--- src/rtl/lsu_rv32i_if.sv ---
// Core/memory-facing bundle of the load/store unit.
// The LSU takes the slave view; the core plus data memory take the master view.
interface lsu_rv32i_if;
  // Core request
  logic        req_valid;
  logic        req_ready;
  logic        req_store;
  logic [2:0]  req_funct3;
  logic [31:0] req_addr;
  logic [31:0] req_wdata;

  // Core response
  logic        resp_valid;
  logic [31:0] resp_rdata;
  logic        resp_misaligned;
  logic        resp_fault;

  // Data memory port
  logic        mem_store;
  logic [1:0]  mem_storetype;
  logic [31:0] mem_addr;
  logic [31:0] mem_wdata;
  logic [31:0] mem_rdata;

  modport slave (
    input  req_valid, req_store, req_funct3, req_addr, req_wdata,
    output req_ready,
    output resp_valid, resp_rdata, resp_misaligned, resp_fault,
    output mem_store, mem_storetype, mem_addr, mem_wdata,
    input  mem_rdata
  );

  modport master (
    output req_valid, req_store, req_funct3, req_addr, req_wdata,
    input  req_ready,
    input  resp_valid, resp_rdata, resp_misaligned, resp_fault,
    input  mem_store, mem_storetype, mem_addr, mem_wdata,
    output mem_rdata
  );
endinterface

--- src/rtl/lsu_rv32i.sv ---
// RV32I load/store unit: one request at a time, alignment/legality/range
// checks, single-cycle memory access, load extraction and extension.
module lsu_rv32i #(
  parameter int unsigned DMEM_BYTES = 1024
) (
  input  logic        clock,
  input  logic        reset_n,
  lsu_rv32i_if.slave  bus
);

  typedef enum logic [1:0] {
    S_IDLE,
    S_ACCESS,
    S_WAIT,
    S_RESP
  } state_t;

  state_t      state_q;

  // Latched request fields still needed after the handshake.
  // Store data and address go straight into the memory-port registers.
  logic        store_q;
  logic [2:0]  funct3_q;
  logic [1:0]  off_q;

  // Registered outputs
  logic        req_ready_q;
  logic        resp_valid_q;
  logic [31:0] resp_rdata_q;
  logic        resp_mis_q;
  logic        resp_fault_q;
  logic        mem_store_q;
  logic [1:0]  mem_storetype_q;
  logic [31:0] mem_addr_q;
  logic [31:0] mem_wdata_q;

  // Request checks, evaluated from the live request inputs
  logic [2:0]  size_c;
  logic [32:0] end_c;
  logic        legal_c;
  logic        range_c;
  logic        mis_c;
  logic        fault_c;

  // Load data path
  logic [7:0]  byte_c;
  logic [15:0] half_c;
  logic [31:0] load_c;

  // Classify the incoming request: access size, legality, range, alignment.
  always_comb begin
    size_c  = 3'd4;
    legal_c = 1'b0;
    mis_c   = 1'b0;

    unique case (bus.req_funct3[1:0])
      2'b00:   size_c = 3'd1;
      2'b01:   size_c = 3'd2;
      default: size_c = 3'd4;
    endcase

    if (bus.req_store) begin
      legal_c = (bus.req_funct3 == 3'b000) || (bus.req_funct3 == 3'b001) ||
                (bus.req_funct3 == 3'b010);
    end else begin
      legal_c = (bus.req_funct3 == 3'b000) || (bus.req_funct3 == 3'b001) ||
                (bus.req_funct3 == 3'b010) || (bus.req_funct3 == 3'b100) ||
                (bus.req_funct3 == 3'b101);
    end

    // Compare the last byte touched (+1) against the memory size in 33 bits
    // so addresses near 2^32 cannot wrap into range.
    end_c   = {1'b0, bus.req_addr} + 33'(size_c);
    range_c = end_c > 33'(DMEM_BYTES);

    if (bus.req_funct3[1:0] == 2'b01) begin
      mis_c = bus.req_addr[0];
    end else if (bus.req_funct3[1:0] == 2'b10) begin
      mis_c = (bus.req_addr[1:0] != 2'b00);
    end

    fault_c = !legal_c || range_c;
  end

  // Select the addressed byte/half of the read word and extend it.
  always_comb begin
    byte_c = bus.mem_rdata[7:0];
    unique case (off_q)
      2'd0: byte_c = bus.mem_rdata[7:0];
      2'd1: byte_c = bus.mem_rdata[15:8];
      2'd2: byte_c = bus.mem_rdata[23:16];
      2'd3: byte_c = bus.mem_rdata[31:24];
    endcase

    half_c = off_q[1] ? bus.mem_rdata[31:16] : bus.mem_rdata[15:0];

    unique case (funct3_q)
      3'b000:  load_c = {{24{byte_c[7]}}, byte_c};
      3'b100:  load_c = {24'h000000, byte_c};
      3'b001:  load_c = {{16{half_c[15]}}, half_c};
      3'b101:  load_c = {16'h0000, half_c};
      default: load_c = bus.mem_rdata;
    endcase
  end

  // Request sequencer: IDLE -> (ACCESS -> [WAIT] ->) RESP -> IDLE.
  always_ff @(posedge clock or negedge reset_n) begin
    if (!reset_n) begin
      state_q         <= S_IDLE;
      store_q         <= 1'b0;
      funct3_q        <= '0;
      off_q           <= '0;
      req_ready_q     <= 1'b1;
      resp_valid_q    <= 1'b0;
      resp_rdata_q    <= '0;
      resp_mis_q      <= 1'b0;
      resp_fault_q    <= 1'b0;
      mem_store_q     <= 1'b0;
      mem_storetype_q <= '0;
      mem_addr_q      <= '0;
      mem_wdata_q     <= '0;
    end else begin
      unique case (state_q)
        S_IDLE: begin
          if (bus.req_valid) begin
            req_ready_q <= 1'b0;
            store_q     <= bus.req_store;
            funct3_q    <= bus.req_funct3;
            off_q       <= bus.req_addr[1:0];
            if (fault_c || mis_c) begin
              // Faulting requests go straight to the response; the memory
              // port registers are left untouched.
              state_q      <= S_RESP;
              resp_valid_q <= 1'b1;
              resp_rdata_q <= '0;
              resp_fault_q <= fault_c;
              resp_mis_q   <= mis_c && !fault_c;
            end else begin
              state_q         <= S_ACCESS;
              mem_addr_q      <= bus.req_addr;
              mem_wdata_q     <= bus.req_wdata;
              mem_storetype_q <= bus.req_funct3[1:0];
              mem_store_q     <= bus.req_store;
            end
          end
        end

        S_ACCESS: begin
          mem_store_q <= 1'b0;
          if (store_q) begin
            state_q      <= S_RESP;
            resp_valid_q <= 1'b1;
            resp_rdata_q <= '0;
            resp_mis_q   <= 1'b0;
            resp_fault_q <= 1'b0;
          end else begin
            state_q <= S_WAIT;
          end
        end

        S_WAIT: begin
          state_q      <= S_RESP;
          resp_valid_q <= 1'b1;
          resp_rdata_q <= load_c;
          resp_mis_q   <= 1'b0;
          resp_fault_q <= 1'b0;
        end

        S_RESP: begin
          state_q      <= S_IDLE;
          req_ready_q  <= 1'b1;
          resp_valid_q <= 1'b0;
          resp_rdata_q <= '0;
          resp_mis_q   <= 1'b0;
          resp_fault_q <= 1'b0;
        end

        default: begin
          state_q     <= S_IDLE;
          req_ready_q <= 1'b1;
        end
      endcase
    end
  end

  assign bus.req_ready       = req_ready_q;
  assign bus.resp_valid      = resp_valid_q;
  assign bus.resp_rdata      = resp_rdata_q;
  assign bus.resp_misaligned = resp_mis_q;
  assign bus.resp_fault      = resp_fault_q;
  assign bus.mem_store       = mem_store_q;
  assign bus.mem_storetype   = mem_storetype_q;
  assign bus.mem_addr        = mem_addr_q;
  assign bus.mem_wdata       = mem_wdata_q;

endmodule

--- src/flat_wrapper.sv ---
// flat-port wrapper written by rule: the top's interface ports become plain ports
module lsu_rv32i_flat 
#(
  parameter int unsigned DMEM_BYTES = 1024
)
  (clock, reset_n, bus_req_valid, bus_req_store, bus_req_funct3, bus_req_addr, bus_req_wdata, bus_req_ready, bus_resp_valid, bus_resp_rdata, bus_resp_misaligned, bus_resp_fault, bus_mem_store, bus_mem_storetype, bus_mem_addr, bus_mem_wdata, bus_mem_rdata);
  lsu_rv32i_if bus_i ();
  input  logic clock;
  input  logic reset_n;
  input wire logic [$bits(bus_i.req_valid)-1:0] bus_req_valid;
  input wire logic [$bits(bus_i.req_store)-1:0] bus_req_store;
  input wire logic [$bits(bus_i.req_funct3)-1:0] bus_req_funct3;
  input wire logic [$bits(bus_i.req_addr)-1:0] bus_req_addr;
  input wire logic [$bits(bus_i.req_wdata)-1:0] bus_req_wdata;
  output wire logic [$bits(bus_i.req_ready)-1:0] bus_req_ready;
  output wire logic [$bits(bus_i.resp_valid)-1:0] bus_resp_valid;
  output wire logic [$bits(bus_i.resp_rdata)-1:0] bus_resp_rdata;
  output wire logic [$bits(bus_i.resp_misaligned)-1:0] bus_resp_misaligned;
  output wire logic [$bits(bus_i.resp_fault)-1:0] bus_resp_fault;
  output wire logic [$bits(bus_i.mem_store)-1:0] bus_mem_store;
  output wire logic [$bits(bus_i.mem_storetype)-1:0] bus_mem_storetype;
  output wire logic [$bits(bus_i.mem_addr)-1:0] bus_mem_addr;
  output wire logic [$bits(bus_i.mem_wdata)-1:0] bus_mem_wdata;
  input wire logic [$bits(bus_i.mem_rdata)-1:0] bus_mem_rdata;
  assign bus_i.req_valid = bus_req_valid;
  assign bus_i.req_store = bus_req_store;
  assign bus_i.req_funct3 = bus_req_funct3;
  assign bus_i.req_addr = bus_req_addr;
  assign bus_i.req_wdata = bus_req_wdata;
  assign bus_req_ready = bus_i.req_ready;
  assign bus_resp_valid = bus_i.resp_valid;
  assign bus_resp_rdata = bus_i.resp_rdata;
  assign bus_resp_misaligned = bus_i.resp_misaligned;
  assign bus_resp_fault = bus_i.resp_fault;
  assign bus_mem_store = bus_i.mem_store;
  assign bus_mem_storetype = bus_i.mem_storetype;
  assign bus_mem_addr = bus_i.mem_addr;
  assign bus_mem_wdata = bus_i.mem_wdata;
  assign bus_i.mem_rdata = bus_mem_rdata;
  lsu_rv32i #(.DMEM_BYTES(DMEM_BYTES)) u_core (.clock(clock), .reset_n(reset_n), .bus(bus_i));
endmodule
--- config.mk ---
export PLATFORM = sky130hd
export DESIGN_NAME = lsu_rv32i_flat
export DESIGN_NICKNAME = d
export VERILOG_FILES = /design/src/rtl/lsu_rv32i_if.sv /design/src/rtl/lsu_rv32i.sv /design/src/flat_wrapper.sv
export SDC_FILE = /design/constraint.sdc
export NUM_CORES = 1
export LEC_CHECK = 0
export CELL_PAD_IN_SITES_DETAIL_PLACEMENT = 1
export CELL_PAD_IN_SITES_GLOBAL_PLACEMENT = 2
export CORE_ASPECT_RATIO = 0.6
export CORE_MARGIN = 1.5
export CORE_UTILIZATION = 30
export CTS_CLUSTER_DIAMETER = 150
export DETAILED_ROUTE_END_ITERATION = 16
export PLACE_DENSITY_LB_ADDON = 0.1
export SETUP_SLACK_MARGIN = 0.05
export SLEW_MARGIN = 20
export SYNTH_ARGS = -nofsm -noshare
export SYNTH_HDL_FRONTEND = slang
export SYNTH_SLANG_ARGS = --single-unit
export TNS_END_PERCENT = 30
--- constraint.sdc ---
create_clock -name clock -period 5.01 [get_ports clock]
set_clock_uncertainty 0.1 [all_clocks]
set_input_delay 0.7515 -clock clock [delete_from_list [all_inputs] [get_ports clock]]
set_output_delay 0.7515 -clock clock [all_outputs]
set_load 0.01 [all_outputs]
==> results of run 1 <==
## worst max-delay path by stage
| stage | start | slack (ps) | cells after the start | to |
|---|---|---|---|---|
| after floorplan | bus_req_funct3[1] | 870 | 15 | u_core.bus.mem_addr[10] |
| after global placement | bus_req_funct3[1] | 200 | 13 | u_core.bus.mem_addr[4] |
| after detailed placement | bus_req_funct3[0] | 40 | 12 | u_core.bus.mem_addr[5] |
| after CTS | bus_req_funct3[0] | 400 | 12 | u_core.bus.mem_addr[5] |
| after global routing | bus_req_funct3[0] | 190 | 12 | u_core.bus.mem_addr[8] |
| final | bus_req_funct3[0] | 370 | 12 | u_core.bus.mem_addr[5] |
## kinds of logic (layout without fill, tap and decap cells)
| kind of cell | Yosys count | after routing | share of synthesized area, % |
|---|---|---|---|
| buffers and inverters | 70 | 250 | 4.486 |
| multiplexers | 58 | 58 | 10.86 |
| AND/OR/NAND/NOR | 171 | 171 | 14.64 |
| flip-flops | 111 | 111 | 43.70 |
| adder cells (fa/ha/maj) | 8 | 8 | 1.692 |
| AO/OA/AOI/OAI | 225 | 225 | 24.34 |
| XOR/XNOR | 2 | 2 | 0.2755 |
## synth_stat cells, drive strengths merged, types with 14 or more instances
| cell | number |
|---|---|
| dfrtp | 110 |
| a21oi | 40 |
| nand3 | 14 |
| a311o | 33 |
| nor2 | 35 |
| a211oi | 25 |
| o21ai | 62 |
| o31ai | 20 |
| and2 | 24 |
| mux2 | 54 |
| nand2 | 30 |
| or3 | 19 |
| inv | 15 |
| clkbuf | 45 |
## through the flow
| stage | hold slack (ps) | power, mW | worst slack (ps) | area [sq um] | instances |
|---|---|---|---|---|---|
| 5_1_grt | 410.7 | 3.629 | 189.0 | 9009 | 1104 |
| 2_1_floorplan | 355.9 | 2.029 | 866.5 | 6359 | 645 |
| 6_report | 389.3 | 3.414 | 369.4 | 9009 | 1104 |
| 4_1_cts | 394.6 | 3.445 | 400.7 | 9009 | 1104 |
| 3_5_place_dp | 369.8 | 2.658 | 37.57 | 8697 | 1088 |
| 3_3_place_gp | 369.5 | 2.602 | 199.3 | 8695 | 1088 |
## cell type report
type / instances / share of cell area [%]
tap: 279 / 3.875
timing repair buffer: 219 / 24.47
clock buffer: 10 / 2.653
multi-input combinational: 464 / 36.72
inverter: 15 / 0.6250
sequential: 111 / 30.85
clock inverter: 6 / 0.8056
## sequential cells by signal, summed over array words and instances, names as in the netlist, 2 cells and up
register	count
u_core.bus.mem_addr	32
u_core.bus.mem_storetype	2
u_core.bus.mem_wdata	32
u_core.bus.resp_rdata	32
u_core.funct3_q	3
u_core.off_q	2
u_core.state_q	2
## worst max-delay path, stage by stage
cell and delay, ps:
sky130_fd_sc_hd__clkdlybuf4s50_1 570, sky130_fd_sc_hd__nor2b_1 320, sky130_fd_sc_hd__fa_1 260, sky130_fd_sc_hd__a21oi_1 100
sky130_fd_sc_hd__or3_1 510, sky130_fd_sc_hd__o21a_1 230, sky130_fd_sc_hd__nor4_1 330, sky130_fd_sc_hd__nand4_1 250
sky130_fd_sc_hd__or4_4 510, sky130_fd_sc_hd__or2_2 350, sky130_fd_sc_hd__buf_12 200, sky130_fd_sc_hd__mux2_4 340
## per-layer routing
metal  up-vias  routed length [um]  GRT usage [%]
li1       2779                   -              -
met1      3115               12570          33.61
met2       181               10240          32.54
met3        14                1702          6.027
met4         0                 183          4.042
met5         -                   0              0
## report_power, final
group / switching (mW) / internal, mW
clock network: 0.388 / 0.371
logic: 0.863 / 0.608
registers: 0.160 / 1.02
==> run_results.csv, run 1 <==
group,metric,value,unit
critical_path,required,5150,ps
timing,maxClockFrequency,215.5,MHz
route,route.detailed.drc,0,
die,core-area,20880,sq um
finish,area_growth,41.68,%
cts,worst_setup_hold_path_clk_slew,80,ps
global_route,grt_pass1_wl,38020,um
placement,dp_hpwl,17610,um
finish,post_route_cells_drive_above_1_share,11.88,%
route,routed_wire_length_per_instance,22.37,um
min_path,kind_of_path_behind_the_tightest_hold_check,"register to register",
die,io_pins,206,
global_route,largest_net_degree_at_the_start_of_global_routing,70,
min_path,timing.hold.worst.start,"u_core.bus.mem_addr[13]",
power_and_ir_drop,peakVddDrop,0.1919,mV
placement,place.gp.congestion,0.8607,
placement,port_buffer_cells,205,
yosys,yosysWarningCount,0,
cts,cts-root-buf,"sky130_fd_sc_hd__clkbuf_16",
die,rows,41,
finish,seqCellArea,2779,sq um
critical_path,crit-reg2reg-launch,"u_core.off_q[1]",
timing,worst_pin_slew,1133,ps
yosys,yosys_most_used_dff,"sky130_fd_sc_hd__dfrtp_1",
power_and_ir_drop,p_per_area,379.0,nW/um^2
finish,postLayoutCoreUtil,43.15,%
die,die_width,191.0,um
route,wirelength,24700,um
finish,layout_commonest_cell,"sky130_fd_sc_hd__clkdlybuf4s50_1",
critical_path,end_kind,"register",
status,run_status,"finished, final reports clean",
yosys,edff_count_synth,0,
die,initial_utilization,30.45,%
global_route,gr-total-overflow,0,
critical_path,worstSetupPathType,"primary input to register",
yosys,yosys_cell_types,58,
timing,layout_worst_path_cycle_share,92.63,%
cts,clock_tree_from_tritoncts,"done",
cts,count_of_hold_buffers_inserted_by_post_cts_repair,0,
min_path,min_to,"u_core.bus.mem_addr[13]",
die,die_height,115.8,um
route,vias_per_cell,5.515,
cts,max-clock-path-buffers,2,
yosys,postSynth.asyncResetShare,100.0,%
cts,cts.sinks,111,
route,detailroute.via_count,6089,
yosys,postSynthCellCount,645,
yosys,yosys-top-cells-area,"sky130_fd_sc_hd__dfrtp_1 43%, sky130_fd_sc_hd__mux2_2 8.1%, sky130_fd_sc_hd__a311o_1 5.2%",
critical_path,arrival,4780,ps
timing,setup_viols_final,0,
timing,max_slew_margin,24.30,%
critical_path,worstRegToRegCells,7,
finish,final.fill_count,2282,
run,max_cap_violations,0,
min_path,hold_depth,1,
timing,setup_tns,0,ps
yosys,ys_ff_latch,111,
cts,postCtsSetupBuffers,0,
yosys,yosysSeqAreaShare,43.70,%
global_route,first_global_vias,6399,
critical_path,worstSetupStartpointType,"primary input",
timing,period_needed,4641,ps
power_and_ir_drop,power.leakage,3.751,nW
timing,finalHoldViolations,0,
yosys,synth_fp_nets,756,
finish,fin_nets,931,
critical_path,r2r_setup_slack,1530,ps
cts,post_cts_resized,0,
timing,grt_setup_unrepaired,"no",
cts,ctsHtreeMaxLevel,3,
yosys,library_cell_with_the_largest_summed_area_after_synthesis,"sky130_fd_sc_hd__dfrtp_1",
global_route,antenna_violations_before_repair,1,
timing,slew_violations,0,
cts,clock_insertion_delay_worst_skew,360,ps
route,antenna_left,0,
finish,final_cell_mix,"204 x sky130_fd_sc_hd__clkdlybuf4s50_1, 110 x sky130_fd_sc_hd__dfrtp_1, 62 x sky130_fd_sc_hd__o21ai_0",
yosys,syn_avg_cell_area,9.858,sq um
global_route,global_route.usage.total,22.50,%
die,die_area,22110,sq um
finish,inserted_diodes,0,
critical_path,timing.rr.end,"u_core.bus.resp_rdata[28]",
route,firstDrtPassIters,4,
critical_path,critical_path.max_fanout,67,
cts,cts_buffers,9,
route,drtIter0Drc,381,
yosys,synthesis.area,6359,sq um
yosys,synth_top_area_share,43.29,%
finish,multi_input_area,3308,sq um
No activity file was read; power rests on OpenSTA's default activity.
==> run 2, diff against run 1 <==
--- a/config.mk
+++ b/config.mk
@@ -7,11 +7,12 @@
 export LEC_CHECK = 0
 export CELL_PAD_IN_SITES_DETAIL_PLACEMENT = 1
 export CELL_PAD_IN_SITES_GLOBAL_PLACEMENT = 2
-export CORE_ASPECT_RATIO = 0.6
+export CORE_ASPECT_RATIO = 1.25
 export CORE_MARGIN = 1.5
 export CORE_UTILIZATION = 30
 export CTS_CLUSTER_DIAMETER = 150
 export DETAILED_ROUTE_END_ITERATION = 16
+export HOLD_SLACK_MARGIN = 0.08
 export PLACE_DENSITY_LB_ADDON = 0.1
 export SETUP_SLACK_MARGIN = 0.05
 export SLEW_MARGIN = 20
==> run_results.csv, run 2 (synthesized netlist as in run 1, its figures left out) <==
group,metric,value,unit
finish,stdcell_area,8987,sq um
cts,cts-root-buf,"sky130_fd_sc_hd__clkbuf_16",
critical_path,arrival,4690,ps
timing,setup_viols_final,0,
finish,final_cell_mix,"204 x sky130_fd_sc_hd__clkdlybuf4s50_1, 110 x sky130_fd_sc_hd__dfrtp_1, 62 x sky130_fd_sc_hd__o21ai_0",
die,initial_utilization,30.54,%
placement,port_buffer_cells,205,
die,core-area,20820,sq um
timing,setup_tns,0,ps
critical_path,critical_path.max_fanout,67,
timing,worst_pin_slew,995.3,ps
cts,max-clock-path-buffers,2,
finish,postLayoutCoreUtil,43.17,%
timing,period_needed,4541,ps
finish,final.fill_count,2375,
route,route.detailed.drc,0,
cts,clock_insertion_delay_worst_skew,360,ps
cts,ctsHtreeMaxLevel,3,
placement,dpl-instance-area,8661,sq um
global_route,first_global_vias,6680,
cts,cts_buffers,9,
timing,slew_violations,0,
route,routed_wire_length_per_instance,20.51,um
route,antenna_left,0,
route,wirelength,22520,um
global_route,met2_capacity_usage_during_global_routing,35.94,%
min_path,kind_of_path_behind_the_tightest_hold_check,"register to register",
timing,hold-worst-slack,389.6,ps
finish,fin_nets,929,
global_route,gr-total-overflow,0,
power_and_ir_drop,p_per_area,372.8,nW/um^2
placement,numPlacedInstances,1081,
status,run_status,"finished, final reports clean",
cts,worst_setup_hold_path_clk_slew,90,ps
critical_path,worstSetupPathType,"primary input to register",
die,die_area,22080,sq um
finish,seqCellArea,2779,sq um
timing,max_slew_margin,33.49,%
timing,grt_setup_unrepaired,"no",
global_route,largest_net_degree_at_the_start_of_global_routing,73,
placement,place.gp.congestion,0.7928,
global_route,grt_use_met1,24.74,%
route,drtIter0Drc,190,
critical_path,worstSetupStartpointType,"primary input",
critical_path,end_kind,"register",
run,max_cap_violations,0,
power_and_ir_drop,power.leakage,3.740,nW
finish,layoutNonFillerInstCount,1098,
route,vias_per_cell,5.464,
timing,layout_worst_path_cycle_share,90.64,%
cts,post_cts_resized,0,
critical_path,required,5160,ps
global_route,gr-max-usage-layer,"met2",
global_route,grt_pass1_wl,36740,um
global_route,antenna_violations_before_repair,1,
finish,layout_commonest_cell,"sky130_fd_sc_hd__clkdlybuf4s50_1",
route,detailroute.via_count,6000,
global_route,global_route.usage.total,20.83,%
global_route,gr-usage-met3,5.250,%
cts,count_of_hold_buffers_inserted_by_post_cts_repair,0,
die,die_height,165.8,um
cts,cts.sinks,111,
timing,maxClockFrequency,220.2,MHz
die,die_width,133.2,um
die,io_pins,206,
power_and_ir_drop,peakVddDrop,0.2127,mV
finish,post_route_cells_drive_above_1_share,11.79,%
placement,dp_hpwl,16410,um
finish,multi_input_area,3311,sq um
timing,finalHoldViolations,0,
cts,postCtsSetupBuffers,0,
die,rows,59,
cts,clock_tree_from_tritoncts,"done",
route,firstDrtPassIters,4,
finish,area_growth,41.34,%
==> run 2: cell count changes in the layout (fill, tap and decap cells not counted), sizes merged <==
cell	before	now
buf	15	13
diode	0	1
clkbuf	10	9
inv	18	19
==> run 2: worst max-delay path, stage by stage <==
cell	delay, ps
sky130_fd_sc_hd__clkdlybuf4s50_1	530
sky130_fd_sc_hd__nor2b_1	300
sky130_fd_sc_hd__fa_1	340
sky130_fd_sc_hd__a21oi_1	110
sky130_fd_sc_hd__or3_1	510
sky130_fd_sc_hd__nor3_2	280
sky130_fd_sc_hd__and4_1	270
sky130_fd_sc_hd__a2bb2oi_1	120
sky130_fd_sc_hd__or4_4	560
sky130_fd_sc_hd__or2_2	340
sky130_fd_sc_hd__buf_12	200
sky130_fd_sc_hd__mux2_2	320
==> run 2: area by class of cell <==
cell class                      instances  share of cell area [%]
Multi-Input combinational cell        464                   36.84
Sequential cell                       111                   30.92
Timing Repair Buffer                  217                   24.22
Tap cell                              274                   3.815
Clock buffer                            9                   2.506
Clock inverter                          7                   1.044
Inverter                               15                  0.6265
Antenna cell                            1                 0.02784
==> run 2: report_power, final <==
group	internal, mW	switching [mW]	total, mW
registers	1.02	0.162	1.19
clock network	0.365	0.398	0.763
logic	0.605	0.796	1.40
total	1.99	1.36	3.35
==> run 2: path summary, 6_finish.rpt <==
check                                        start                        end  slack [ps]  depth (start not counted)
max in group asynchronous                  reset_n    u_core.bus.mem_addr[25]        3290                          2
min in group asynchronous                  reset_n  u_core.bus.resp_rdata[24]         400                          1
min reg2reg                u_core.bus.mem_addr[19]    u_core.bus.mem_addr[19]         390                          1
max reg2reg                        u_core.off_q[1]  u_core.bus.resp_rdata[28]        1640                          7
max                              bus_req_funct3[0]   u_core.bus.mem_wdata[22]         470                         12
min                        u_core.bus.mem_addr[19]    u_core.bus.mem_addr[19]         390                          1
==> run 2: metal layers <==
metal	wire, um	vias up	part of all wire [%]
li1	-	2781	-
met1	9145	3033	41
met2	11320	153	50
met3	1331	33	5.9
met4	726	0	3.2
met5	0	-	0
==> run 2: stage by stage <==
step / power (mW) / setup slack (ps)
after global routing: 3.577 / 266.8
final: 3.350 / 468.8
after detailed placement: 2.611 / 109.3
after CTS: 3.388 / 497.8
after floorplan: 2.029 / 866.5
after global placement: 2.561 / 227.7
==> run 3, diff against run 2 <==
--- a/config.mk
+++ b/config.mk
@@ -5,6 +5,7 @@
 export SDC_FILE = /design/constraint.sdc
 export NUM_CORES = 1
 export LEC_CHECK = 0
+export ABC_AREA = 0
 export CELL_PAD_IN_SITES_DETAIL_PLACEMENT = 1
 export CELL_PAD_IN_SITES_GLOBAL_PLACEMENT = 2
 export CORE_ASPECT_RATIO = 1.25
==> results of run 3 <==
Same layout as run 2: the final DEF is identical, and so are final timing and power.
